--- config.mk ---
export PLATFORM = sky130hd
export DESIGN_NAME = lutram_cmd_responder
export DESIGN_NICKNAME = d
export VERILOG_FILES = /design/src/rtl/lutram_cmd_responder.sv
export SDC_FILE = /design/constraint.sdc
export NUM_CORES = 1
export LEC_CHECK = 0
export CORE_MARGIN = 1.5
export CORE_UTILIZATION = 50
export CTS_BUF_LIST = sky130_fd_sc_hd__clkbuf_4
export CTS_CLUSTER_SIZE = 24
export DETAILED_ROUTE_END_ITERATION = 10
export PLACE_DENSITY = 0.74
export SYNTH_ARGS = -nofsm -noshare
export SYNTH_HDL_FRONTEND = slang
export SYNTH_SLANG_ARGS = --single-unit
--- constraint.sdc ---
create_clock -name clk -period 8.6 [get_ports clk]
set_input_delay 1.72 -clock clk [delete_from_list [all_inputs] [get_ports clk]]
set_output_delay 1.72 -clock clk [all_outputs]
set_load 0.05 [all_outputs]
--- src/rtl/lutram_cmd_responder.sv ---
// Responder for the LUTRAM/PSRAM stress-test command protocol: parses host read/write
// commands from an RX byte stream, drives a single-port RAM, returns read data as TX bytes.
module lutram_cmd_responder #(
  parameter int ADDR_W      = 8,
  parameter int RD_LAT      = 1,
  parameter int TIMEOUT_CYC = 1_000_000
) (
  input  logic              clk,
  input  logic              rst,
  input  logic [7:0]        rx_data,
  input  logic              rx_valid,
  output logic              rx_ready,
  output logic [7:0]        tx_data,
  output logic              tx_valid,
  input  logic              tx_ready,
  output logic [ADDR_W-1:0] ram_addr,
  output logic [15:0]       ram_wdat,
  output logic              ram_we,
  input  logic [15:0]       ram_rdat,
  output logic              busy,
  output logic              err_opcode,
  output logic              err_timeout
);

  localparam logic [2:0] S_IDLE    = 3'd0;
  localparam logic [2:0] S_ADDR    = 3'd1;
  localparam logic [2:0] S_DATA    = 3'd2;
  localparam logic [2:0] S_WRITE   = 3'd3;
  localparam logic [2:0] S_RD_WAIT = 3'd4;
  localparam logic [2:0] S_TX_HI   = 3'd5;
  localparam logic [2:0] S_TX_LO   = 3'd6;

  localparam int TO_W   = (TIMEOUT_CYC > 0) ? $clog2(TIMEOUT_CYC + 1) : 1;
  localparam int WAIT_W = (RD_LAT > 0) ? $clog2(RD_LAT + 1) : 1;
  localparam logic [TO_W-1:0]   TO_MAX    = TO_W'(TIMEOUT_CYC);
  localparam logic [WAIT_W-1:0] WAIT_LAST = WAIT_W'(RD_LAT);

  logic [2:0]        state;
  logic              is_write;
  logic [1:0]        byte_cnt;
  logic [ADDR_W-1:0] addr_sr;
  logic [ADDR_W-1:0] addr_next;
  logic [7:0]        data_hi;
  logic [7:0]        rdat_lo;
  logic [WAIT_W-1:0] wait_cnt;
  logic [TO_W-1:0]   to_cnt;
  logic              rx_hs;
  logic              to_hit;

  // rx_ready is gated by rst so it reads 0 while reset is held, 1 in the first IDLE cycle after
  assign rx_ready  = ~rst & ((state == S_IDLE) | (state == S_ADDR) | (state == S_DATA));
  assign rx_hs     = rx_valid & rx_ready;
  assign busy      = (state != S_IDLE);
  assign ram_we    = (state == S_WRITE);
  assign to_hit    = (TIMEOUT_CYC != 0) && (to_cnt == TO_MAX);
  // Only the low ADDR_W bits of the 32-bit address survive the shift
  assign addr_next = ADDR_W'({addr_sr, rx_data});

  always_ff @(posedge clk or posedge rst) begin
    if (rst) begin
      state       <= S_IDLE;
      is_write    <= 1'b0;
      byte_cnt    <= '0;
      addr_sr     <= '0;
      data_hi     <= '0;
      rdat_lo     <= '0;
      wait_cnt    <= '0;
      to_cnt      <= '0;
      tx_data     <= '0;
      tx_valid    <= 1'b0;
      ram_addr    <= '0;
      ram_wdat    <= '0;
      err_opcode  <= 1'b0;
      err_timeout <= 1'b0;
    end else begin
      err_opcode  <= 1'b0;
      err_timeout <= 1'b0;

      // A byte arriving in the same cycle the limit is reached takes priority over the abort
      if (state == S_ADDR || state == S_DATA) begin
        if (rx_hs) begin
          to_cnt <= '0;
        end else if (to_hit) begin
          state       <= S_IDLE;
          err_timeout <= 1'b1;
          to_cnt      <= '0;
        end else begin
          to_cnt <= to_cnt + 1'b1;
        end
      end

      case (state)
        S_IDLE: begin
          if (rx_hs) begin
            if (rx_data == 8'h00 || rx_data == 8'h01) begin
              is_write <= rx_data[0];
              byte_cnt <= '0;
              to_cnt   <= '0;
              state    <= S_ADDR;
            end else begin
              err_opcode <= 1'b1;
            end
          end
        end
        S_ADDR: begin
          if (rx_hs) begin
            addr_sr  <= addr_next;
            byte_cnt <= byte_cnt + 2'd1;
            if (byte_cnt == 2'd3) begin
              if (is_write) begin
                state <= S_DATA;
              end else begin
                ram_addr <= addr_next;
                wait_cnt <= '0;
                state    <= S_RD_WAIT;
              end
            end
          end
        end
        S_DATA: begin
          if (rx_hs) begin
            byte_cnt <= byte_cnt + 2'd1;
            if (byte_cnt == 2'd0) begin
              data_hi <= rx_data;
            end else begin
              ram_wdat <= {data_hi, rx_data};
              ram_addr <= addr_sr;
              state    <= S_WRITE;
            end
          end
        end
        S_WRITE: state <= S_IDLE;
        S_RD_WAIT: begin
          if (wait_cnt == WAIT_LAST) begin
            tx_data  <= ram_rdat[15:8];
            rdat_lo  <= ram_rdat[7:0];
            tx_valid <= 1'b1;
            state    <= S_TX_HI;
          end else begin
            wait_cnt <= wait_cnt + 1'b1;
          end
        end
        S_TX_HI: begin
          if (tx_ready) begin
            tx_data <= rdat_lo;
            state   <= S_TX_LO;
          end
        end
        S_TX_LO: begin
          if (tx_ready) begin
            tx_valid <= 1'b0;
            state    <= S_IDLE;
          end
        end
        default: state <= S_IDLE;
      endcase
    end
  end

endmodule

After elaboration in Yosys (flattened, before gate mapping). Index checks and enable logic that the tools add are counted.

Register bits: 86. Input bits: 28. Output and inout bits: 38. Logic and storage cells: 112.

$add $sub $neg: 3. Eq/ne operators: 20. Muxes and demuxes: 47. Bitwise logic cells: 6. Reduce and logical (&&, ||, !) cells: 22.

Operators with widths (number): $mux 20 (6); $mux 8 (7); $mux 3 (13); $pmux 8 s2 (2); $add 20x1->20 const B (1); $eq 20x20->1 const B (1); $pmux 3 s6 (1); $ne 2x2->1 const B (8); $reduce_and 3->1 (5); $mux 1 (12); $reduce_bool 2->1 (5); $eq 3x3->1 const B (3); $eq 8x1->1 const B (1); $logic_not 8->1 (1); $reduce_and 4->1 (2); $eq 3x2->1 const B (2); $mux 2 (3); $ne 2x1->1 const B (3); $reduce_and 6->1 (1); $pmux 1 s2 (2); $pmux 2 s2 (1); $reduce_and 2->1 (2); $eq 3x1->1 const B (1); $logic_not 3->1 (1); 10 further kinds (14).

Logic depth before layout (Yosys ltp).
Depth in word-level cells: 10. Depth in mapped cells: 8. Depth with buffers taken out: 6.

Worst setup path before layout. OpenSTA, ideal clock, no wires.

Kind: input to output. Start point: input rst. End point: output rx_ready. Arrival: 4137 ps. Required time: 6880 ps. Slack: 2743 ps. Stages: 2. Buffers on the path: 0. Path through: inv_1 and2_1.

Cells in the longest elaborated chain, start to end: 2.

Ends and longest elaborated chain: start, declared (RTL line 9) `input logic rst,`; $not 1->1 (RTL line 51) `assign rx_ready = ~rst & ((state == S_IDLE) | (state == S_ADDR) | (state == S_DATA));`; $and 1x1->1 (RTL line 51); end, declared (RTL line 12) `output logic rx_ready,`.

Every way passes these cells.

Worst setup path after layout. Ends and elaborated chain as after synthesis.

==> reports/summary.md <==
The flow ran to the end, and the final reports show no timing, DRC or antenna violations. Across the run, the number of max-cap violations was 0. Yosys instantiated no cell more often than dfrtp_1. Setup repair after global routing left no endpoint under its margin.

The proportion of layout cells with a drive suffix above 1 was 20.0%. The full die area was 0.00859 mm2; the minimum hold slack was 0.494 ns. Dividing the detail-routed via count by the number of cells gives 5.67. The first global-routing pass estimated 14.0 mm of wire.

The tools report the final setup skew as 0.0160 ns. During placement, the flow inserted port buffers numbering 65. The total placed cells including tap cells came out at 495.

The clock latency reported for the late side of the worst-skew pair is 0.45 ns, and the number of standard cells in the layout, taps in and fillers out is 511. The average cell area after synthesis is 11.8 um2, and the fraction of synthesized cell area taken by the top area cell type is 53.5%. The worst path needs 4.85 ns of the cycle, external delays included. 0 antenna diodes ended up in the layout.

Summing all non-filler instances in the final layout gives an area of 0.00489 mm2. The largest net degree at the start of global routing was 87; the warning count from the yosys run was 0. After floorplanning, the core was sized to cover 0.00777 mm2. The worst pin sits at a relative slew slack of 24.3%. Measured along the y axis, the die boundary spans 92.7 um.

The clock tree synthesis step divided the H-tree into 3 levels. The total power divided by cell area is 320 mW/mm2, and the unique cell type count in the Yosys netlist is 41. The count of final hold-check violations came out at 0. The mean routed wirelength per cell came out at 16.0 um. For the initial antenna violation count, the log shows 0. The total number of vias was 2,896. The kind of path behind the tightest hold check was reg2reg. Clock tree synthesis inserted a total of 9 buffers. STA classifies the critical path startpoint as an input pin. The detailed placer's ending HPWL is 5.62 mm. The tools report the worst flop-to-flop path startpoint as state[2]. The total of endpoints with negative setup slack in the final report is 0, and the number of instances in the synthesized netlist is 342. The placed instances occupy a cell area of 0.00474 mm2. The setup TNS came out at 0 ns. After synthesis, the share of flip-flops with an asynchronous set or reset is 100%. TritonCTS built the clock tree.

Data on the critical path is required at its endpoint by 6.88 ns. The pre-antenna-repair detailed-routing pass consisted of 4 iterations. Counting flops and latches in the post-synthesis netlist gives 86. Highest clock frequency the design can meet: 206 MHz. The top flip-flop cell by instance count after synthesis is dfrtp_1.

Summing every instance area after synthesis gives 0.00402 mm2. Cell chosen for the clock root: clkbuf_4. The floorplan has 32 rows.

After clock tree synthesis, the repair step resized 0 gates. STA classifies the critical path endpoint as an output pin. The run gives 3.13 ns as the data arrival time of the critical path. The run gives 66 as the number of top-level pins. The synthesized net count was 374; the post-placement setup slack was 3.75 ns. Summed over all cells, the static leakage comes to 2.14 nW. Compared with the post-synthesis result, the final layout area differs by 21.6%. The clock drives 86 sinks.

The floorplan step set the die width to 92.7 um. The maximum fanout along the worst path is 2. The register clock-pin slew on the reported worst setup and hold paths is 0.13 ns, and the total global routing track utilization is 20.8%.

After clock tree synthesis, the flow added hold-fix buffers numbering 0. The setup check on the worst reg-to-reg path leaves a slack of 5.79 ns. After detailed routing, the total wire length is 8.16 mm. Of the available clock period, the critical path in the final layout requires 56.4%. For this configuration, the core starts out at a cell density of 51.8%. The total global routing overflow was 0; the final max-slew violation count was 0.

The endpoint identified for the worst register-to-register timing path is ram_addr[5]. The type of the worst setup path is in2out. Counting flops with a built-in enable in the synthesized netlist gives 0. Once detail routing completed, the nets flagged for antenna violations numbered 0.

In this run the most critical hold path is launched from tx_data[3]. The final worst slack was 3.75 ns; the number of remaining DRC errors was 0. Routability-driven placement finished with a final weighted congestion of 0.754.

The start point of the critical path is rst. IR analysis of the VDD net gives a maximum drop of 0.219 mV. Depth of the worst register-to-register path: 5. In the post-synthesis netlist, the biggest area contributors are dfrtp_1 (54%), mux2_2 (16%), mux2i_1 (2.2%). Sorting the synthesized cells by how often they occur yields dfrtp_1 (86), mux2_2 (57), nand2_1 (24). The post-synthesis cell type with the largest combined area is dfrtp_1. The final total power is 1.57 mW, and the slew at the pin closest to its max-slew limit is 1.14 ns. For the sequential cell area fraction in the yosys report, the log shows 53.5%.

The number of stages on the worst hold path came out at 2. The net count of the finished layout is 436. The number of DRC violations after detailed-routing iteration 0 was 170; the post-CTS setup repair buffer count was 0. The longest clock path from root to sink contains 2 buffers. The tools report the via count of the first global-routing pass as 2,942. For hold timing, the worst endpoint is tx_data[3].

The post-layout utilization of the core was 62.9%.
[final cells by class]
cell class / instances / area, um2
timing repair buffer: 67 / 666
fill: 648 / 2880
tap: 102 / 128
clock buffer: 9 / 67.6
inverter: 10 / 38.8
sequential: 86 / 2150
multi-input combinational: 230 / 1760
clock inverter: 7 / 80.1
[worst max-delay path by stage]
stage | slack, ns | cells past startpoint | end
6_report | 3.75 | 4 | rx_ready
4_1_cts | 3.74 | 4 | rx_ready
2_1_floorplan | 2.74 | 2 | rx_ready
5_1_grt | 3.70 | 4 | rx_ready
3_5_place_dp | 3.75 | 4 | rx_ready
3_3_place_gp | 3.77 | 4 | rx_ready
[layout by cell type (no fill, tap or decap), types with 5 or more instances in the layout]
cell	n
xnor2_1	7
clkdlybuf4s50_1	65
nor2b_1	7
nand2_1	24
or3_1	7
nand3_1	5
mux2i_1	9
dfrtp_1	86
a21oi_1	16
nor2_1	9
or4_1	5
nor3b_1	5
inv_1	9
o31ai_1	6
clkbuf_4	9
o21ai_0	17
nand4_1	8
nor4b_1	5
mux2_2	57
[routing by layer]
metal	wire length (um)	global-route usage (%)	part of all wire, %	up-vias
li1	-	-	-	1377
met1	3620	26.7	44	1438
met2	4010	33.9	49	66
met3	386	5.67	4.7	15
met4	149	7.07	1.8	0
met5	0	0	0	-
[flip-flops by register name, indices dropped and copies added (netlist names)]
register     count
err_opcode       1
to_cnt          20
ram_wdat        16
data_hi          8
state            3
addr_sr          8
tx_data          8
err_timeout      1
ram_addr         8
byte_cnt         2
tx_valid         1
is_write         1
wait_cnt         1
rdat_lo          8
[cell families (layout without fill, tap and decap cells)]
family	after synthesis	in the layout	synth area share, %
AO/OA/AOI/OAI	52	52	7.87
XOR/XNOR	7	7	1.52
adder cells (fa/ha/maj)	4	4	1.24
buffers and inverters	26	93	2.80
flip-flops	86	86	53.5
multiplexers	66	66	18.2
AND/OR/NAND/NOR	101	101	14.8
[power breakdown]
group / leakage (nW) / switching (mW) / internal, mW
clock: 0.0788 / 0.148 / 0.0926
combinational: 0.936 / 0.417 / 0.278
sequential: 1.12 / 0.0948 / 0.536
[worst max-delay path, stage by stage]
cell and delay, ns:
clkdlybuf4s50_1 0.44, clkinv_2 0.06, and2_1 0.11, clkdlybuf4s50_1 0.79
Note: power is estimated with default switching activity, not from simulation.
